==> config.mk <==
export PLATFORM = sky130hd
export DESIGN_NAME = rr_arbiter4_flat
export DESIGN_NICKNAME = d
export VERILOG_FILES = /design/src/rtl/rr_arbiter4_if.sv /design/src/rtl/rr_arbiter4.sv /design/src/flat_wrapper.sv
export SDC_FILE = /design/constraint.sdc
export NUM_CORES = 1
export LEC_CHECK = 0
export ABC_CLOCK_PERIOD_IN_PS = 2700
export CELL_PAD_IN_SITES_DETAIL_PLACEMENT = 1
export CELL_PAD_IN_SITES_GLOBAL_PLACEMENT = 1
export CORE_AREA = 5 5 45 47
export DETAILED_ROUTE_END_ITERATION = 6
export DIE_AREA = 0 0 50 52
export GPL_TIMING_DRIVEN = 0
export HOLD_SLACK_MARGIN = 0.03
export PLACE_DENSITY_LB_ADDON = 0.1
export SLEW_MARGIN = 20
export SYNTH_ARGS = -nofsm -noshare
export SYNTH_HDL_FRONTEND = slang
export SYNTH_SLANG_ARGS = --single-unit
==> constraint.sdc <==
create_clock -name clk -period 2.7 [get_ports clk]
set_input_delay 0.81 -clock clk [delete_from_list [all_inputs] [get_ports clk]]
set_output_delay 0.81 -clock clk [all_outputs]
set_load 0.005 [all_outputs]
==> src/rtl/rr_arbiter4_if.sv <==
// ============================================================================
// rr_arbiter4_if : request/grant bundle shared by rr_arbiter4 and its requesters
// Rev 1.0
// ============================================================================
`timescale 1ns/1ps
`default_nettype none

interface rr_arbiter4_if;
   logic [3:0] req;
   logic       done;
   logic [3:0] gnt;
   logic [1:0] gnt_id;
   logic       busy;
   logic       timeout;

   modport master (
      output req,
      output done,
      input  gnt,
      input  gnt_id,
      input  busy,
      input  timeout
   );

   modport slave (
      input  req,
      input  done,
      output gnt,
      output gnt_id,
      output busy,
      output timeout
   );
endinterface

`default_nettype wire

==> src/rtl/rr_arbiter4.sv <==
// ============================================================================
// rr_arbiter4 : four-requester round-robin arbiter, watchdog under ARB_TIMEOUT_EN
// Rev 1.0
// ============================================================================
`timescale 1ns/1ps
`default_nettype none

module rr_arbiter4 #(
   parameter int MAX_HOLD = 8
) (
   input  wire logic    clk,
   input  wire logic    rst_n,
   rr_arbiter4_if.slave bus
);

   typedef enum logic [0:0] {
      S_IDLE  = 1'b0,
      S_GRANT = 1'b1
   } state_t;

   state_t     state_q, state_d;
   logic [1:0] ptr_q, ptr_d;
   logic [1:0] gnt_id_q, gnt_id_d;
   logic [3:0] gnt_q, gnt_d;
   logic       busy_q, busy_d;
   logic       timeout_q, timeout_d;

   logic [1:0] w_win;
   logic       w_any_req;
   logic       w_release;
   logic       w_hold_exp;

   // Lowest rotated offset from ptr wins, so scan offsets high-to-low and let the last hit stand.
   always_comb begin
      w_win = ptr_q;
      for (int k = 3; k >= 0; k--) begin
         if (bus.req[ptr_q + 2'(k)]) begin
            w_win = ptr_q + 2'(k);
         end
      end
   end

   assign w_any_req = |bus.req;
   assign w_release = bus.done | ~bus.req[gnt_id_q];

`ifdef ARB_TIMEOUT_EN
   localparam int              CNT_W     = $clog2(MAX_HOLD);
   localparam logic [CNT_W-1:0] HOLD_LAST = CNT_W'(MAX_HOLD - 1);

   logic [CNT_W-1:0] hold_q, hold_d;

   always_comb begin
      hold_d = '0;
      if (state_q == S_GRANT) begin
         hold_d = hold_q + CNT_W'(1);
      end
   end

   always_ff @(posedge clk or negedge rst_n) begin
      if (!rst_n) begin
         hold_q <= '0;
      end else begin
         hold_q <= hold_d;
      end
   end

   assign w_hold_exp = (hold_q == HOLD_LAST);
`else
   logic w_unused_hold;

   assign w_unused_hold = (MAX_HOLD > 0);
   assign w_hold_exp    = 1'b0;
`endif

   always_comb begin
      state_d   = state_q;
      ptr_d     = ptr_q;
      gnt_id_d  = gnt_id_q;
      gnt_d     = gnt_q;
      busy_d    = busy_q;
      timeout_d = 1'b0;

      case (state_q)
         S_IDLE: begin
            if (w_any_req) begin
               gnt_id_d = w_win;
               gnt_d    = 4'b0001 << w_win;
               busy_d   = 1'b1;
               state_d  = S_GRANT;
            end
         end
         S_GRANT: begin
            if (w_release || w_hold_exp) begin
               // A normal release takes precedence, so a coincident watchdog expiry stays silent.
               timeout_d = w_hold_exp & ~w_release;
               gnt_d     = 4'b0000;
               busy_d    = 1'b0;
               ptr_d     = gnt_id_q + 2'd1;
               state_d   = S_IDLE;
            end
         end
         default: begin
            state_d = S_IDLE;
            gnt_d   = 4'b0000;
            busy_d  = 1'b0;
         end
      endcase
   end

   always_ff @(posedge clk or negedge rst_n) begin
      if (!rst_n) begin
         state_q   <= S_IDLE;
         ptr_q     <= 2'b00;
         gnt_id_q  <= 2'b00;
         gnt_q     <= 4'b0000;
         busy_q    <= 1'b0;
         timeout_q <= 1'b0;
      end else begin
         state_q   <= state_d;
         ptr_q     <= ptr_d;
         gnt_id_q  <= gnt_id_d;
         gnt_q     <= gnt_d;
         busy_q    <= busy_d;
         timeout_q <= timeout_d;
      end
   end

   assign bus.gnt     = gnt_q;
   assign bus.gnt_id  = gnt_id_q;
   assign bus.busy    = busy_q;
   assign bus.timeout = timeout_q;

endmodule

`default_nettype wire

==> src/flat_wrapper.sv <==
// flat-port wrapper written by rule: the top's interface ports become plain ports
module rr_arbiter4_flat 
#(
   parameter int MAX_HOLD = 8
)
  (clk, rst_n, bus_req, bus_done, bus_gnt, bus_gnt_id, bus_busy, bus_timeout);
  rr_arbiter4_if bus_i ();
  input  wire logic clk;
  input  wire logic rst_n;
  input wire logic [$bits(bus_i.req)-1:0] bus_req;
  input wire logic [$bits(bus_i.done)-1:0] bus_done;
  output wire logic [$bits(bus_i.gnt)-1:0] bus_gnt;
  output wire logic [$bits(bus_i.gnt_id)-1:0] bus_gnt_id;
  output wire logic [$bits(bus_i.busy)-1:0] bus_busy;
  output wire logic [$bits(bus_i.timeout)-1:0] bus_timeout;
  assign bus_i.req = bus_req;
  assign bus_i.done = bus_done;
  assign bus_gnt = bus_i.gnt;
  assign bus_gnt_id = bus_i.gnt_id;
  assign bus_busy = bus_i.busy;
  assign bus_timeout = bus_i.timeout;
  rr_arbiter4 #(.MAX_HOLD(MAX_HOLD)) u_core (.clk(clk), .rst_n(rst_n), .bus(bus_i));
endmodule
==> impl_metrics.toml <==
[outcome]
run_status = "complete, no violations"

[critical_path]
critPathTopFamily = "compound AO/OA/AOI/OAI gates"
critical_path.cell_chain = "clkdlybuf4s50_1, nor3b_1, a2111oi_1, nor3_1, a21o_2"
timing.reg2reg.setup_slack_ns = 1.00
critPathArrivalTime_ns = 2.47
worstSetupStartpointType = "input pin"
crit_buf_inv = 1
crit_type = "in -> reg"
cp-end-kind = "flop"
cp_slowest_stage_delay_ns = 0.62
r2r.worst_path.cells = 4
worst-path-stages = 5
crit_required_ns = 2.87
slowest_stage = "sky130_fd_sc_hd__a2111oi_1"
cp_max_fo = 6

[global_route]
antenna_violations_before_repair = 0
first_global_vias = 448
first_pass_grt_wire_length_mm = 2.23
grt_max_degree = 11
grt_use_total_pct = 12.2
grt_overflow_total = 0

[drt]
viasPerCell = 5.24
finalWirelength_mm = 1.29
initialDrtViolationCount = 4
antenna_violating_nets_post_route = 0
vias = 472
routedWlPerCell_um = 14.3
drc_errors_left = 0
drt_pass1_iterations = 4

[logic_synthesis]
xor_xnor_portion_of_the_synthesized_cell_area_pct = 1.60
synth-async-reset-ratio_pct = 100
synthFlopType = "sky130_fd_sc_hd__dfrtp_1"
synthAdderAreaFrac_pct = 0
ys_seq_area_share_pct = 45.8
netlist_instances = 56
synth_simple_gate_area_share_pct = 17.8
synthesis.area_per_instance_sq_um = 9.76
yosys_register_bits = 10
synth_mux_area_share_pct = 4.12
synth_compound_area_share_pct = 23.8
synth_nets = 63
number_of_flops_mapped_to_enable_cells_by_yosys = 0
synth_cell_type_count = 25
synth_top_family_by_area = "compound AO/OA/AOI/OAI gates"
mappedNetlistArea_sq_um = 547
yosysWarnings = 0

[sta]
tns_setup_ns = 0
worst_hold_slack_ns = 0.548
report.final.hold_viol_count = 0
rsz0062_at_grt = "false"
tightest_slew_ns = 0.636
fin_crit_ns = 2.30
achievable-frequency_mhz = 435
worst_slew_margin_rel_pct = 57.5
final-setup-viol-count = 0
period_share_pct = 85.2
skew_ns = 0.00141
final_max_slew_viol_count = 0

[run]
maxCapViolCount = 0

[die]
placeable_area_sq_mm = 0.00161
start_util_pct = 33.9
boundaryPins = 15
fp.dieW_um = 50
die_outline_height_um = 52
die_area_sq_mm = 0.00260
floorplan.rows = 15

[finish]
multi_input_area_sq_um = 263
antenna_cells_inserted = 0
area_growth_syn_to_layout_pct = 34.3
num-nets-final = 81
utilization_pct = 45.5
final_cell_mix = "sky130_fd_sc_hd__clkdlybuf4s50_1, sky130_fd_sc_hd__dfrtp_1, sky130_fd_sc_hd__inv_1, sky130_fd_sc_hd__nor2_1"
sequential_area_sq_um = 250
finalNonFillerCells = 90
layout_commonest_cell = "sky130_fd_sc_hd__clkdlybuf4s50_1"
nFillCells = 193
layout-drive-gt1-share_pct = 15.1

[place]
io_buffers = 13
dp.final_hpwl_um = 964
numPlacedInstances = 86
routabilityCongestion = 0.726

[pwr]
irDropWorstVdd_v = 0.000439
report.power.total_w = 0.000818
p_leak_nw = 0.308
cellPowerDensity_mw_per_mm2 = 1110

[cts]
clock_sink_count = 10
cts_tree = "built"
htree_num_levels = 1
cts_max_path_buffers = 2
clock_slew_seen_by_the_registers_of_the_worst_setup_and_hold_paths_ns = 0.07
cts-buffers-inserted = 3
clk-insertion-delay-late_ns = 0.28
total_setup_buffers_inserted_after_cts = 0
ctsRootBufferMaster = "sky130_fd_sc_hd__clkbuf_4"
postCtsHoldBufs = 0
cts.repair.resized = 0

[min_path]
whs_path_depth = 2
hold_path_class = "reg -> reg"
registers in the layout, indices dropped and copies added (netlist names):
name / count
u_core.bus.gnt: 4
u_core.state_q: 1
u_core.bus.gnt_id: 2
u_core.ptr_q: 2
u_core.bus.busy: 1
final cells by class:
class                      instances  share of cell area (%)
multi-input combinational         39                    35.8
clock buffer                       4                    4.94
tap                               17                    2.90
buffer                             2                    2.04
timing repair buffer              13                    17.7
sequential                        10                    34.1
inverter                           5                    2.56
cell families (layout without fill, tap and decap cells):
group / after synthesis / in the layout
AND/OR/NAND/NOR: 19 / 19
multiplexers: 1 / 1
other: 1 / 1
buffers and inverters: 7 / 24
XOR/XNOR: 1 / 1
AO/OA/AOI/OAI: 17 / 17
flip-flops: 10 / 10
where the power goes:
group / internal [W] / total (W) / switching [W]
Sequential: 0.000224 / 0.000294 / 0.0000698
Combinational: 0.000219 / 0.000385 / 0.000166
Clock: 0.0000821 / 0.000139 / 0.0000571
Yosys cell counts (2+ instances only):
cell type                 count  area, sq um
sky130_fd_sc_hd__o21ai_0      2         10.0
sky130_fd_sc_hd__o22ai_1      2         12.5
sky130_fd_sc_hd__nand2_1      4         15.0
sky130_fd_sc_hd__a21oi_1      4         20.0
sky130_fd_sc_hd__inv_1        5         18.8
sky130_fd_sc_hd__nor2_1       5         18.8
sky130_fd_sc_hd__nor2b_1      3         18.8
sky130_fd_sc_hd__nor3b_1      2         15.0
sky130_fd_sc_hd__o32ai_1      2         17.5
sky130_fd_sc_hd__buf_4        2         15.0
sky130_fd_sc_hd__dfrtp_1     10          250
sky130_fd_sc_hd__or2_2        2         12.5
metal layers:
layer  wire length, um  GRT usage [%]  up-vias
li1                  -              -      232
met1               564           15.4      224
met2               610           16.3       11
met3                61           4.58        5
met4                47           9.17        0
met5                 0              0        -
final timing paths:
kind                                               endpoint                        startpoint
setup / recovery           u_core.bus.gnt_id[1]$_DFFE_PN0P_                        bus_req[2]
hold / removal                u_core.bus.gnt[1]$_DFFE_PN0P_     u_core.bus.gnt[1]$_DFFE_PN0P_
setup reg to reg              u_core.bus.gnt[0]$_DFFE_PN0P_  u_core.bus.gnt_id[1]$_DFFE_PN0P_
hold reg to reg               u_core.bus.gnt[1]$_DFFE_PN0P_     u_core.bus.gnt[1]$_DFFE_PN0P_
max in group asynchronous       u_core.bus.busy$_DFFE_PN0P_                             rst_n
min in group asynchronous          u_core.state_q$_DFF_PN0_                             rst_n
per-stage QoR:
step / setup WS, ns / cell area, sq um
after CTS: 0.386 / 734
after global placement: 0.127 / 698
final: 0.399 / 734
after global routing: 0.260 / 734
after floorplan: 0.790 / 547
after detailed placement: 0.0858 / 698
tightest hold or removal path, stage by stage, from the launching register on:
cell and delay (ns):
sky130_fd_sc_hd__dfrtp_1 0.38, sky130_fd_sc_hd__nand2_1 0.06, sky130_fd_sc_hd__o32ai_1 0.07
Note: power is estimated with default switching activity, not from simulation.
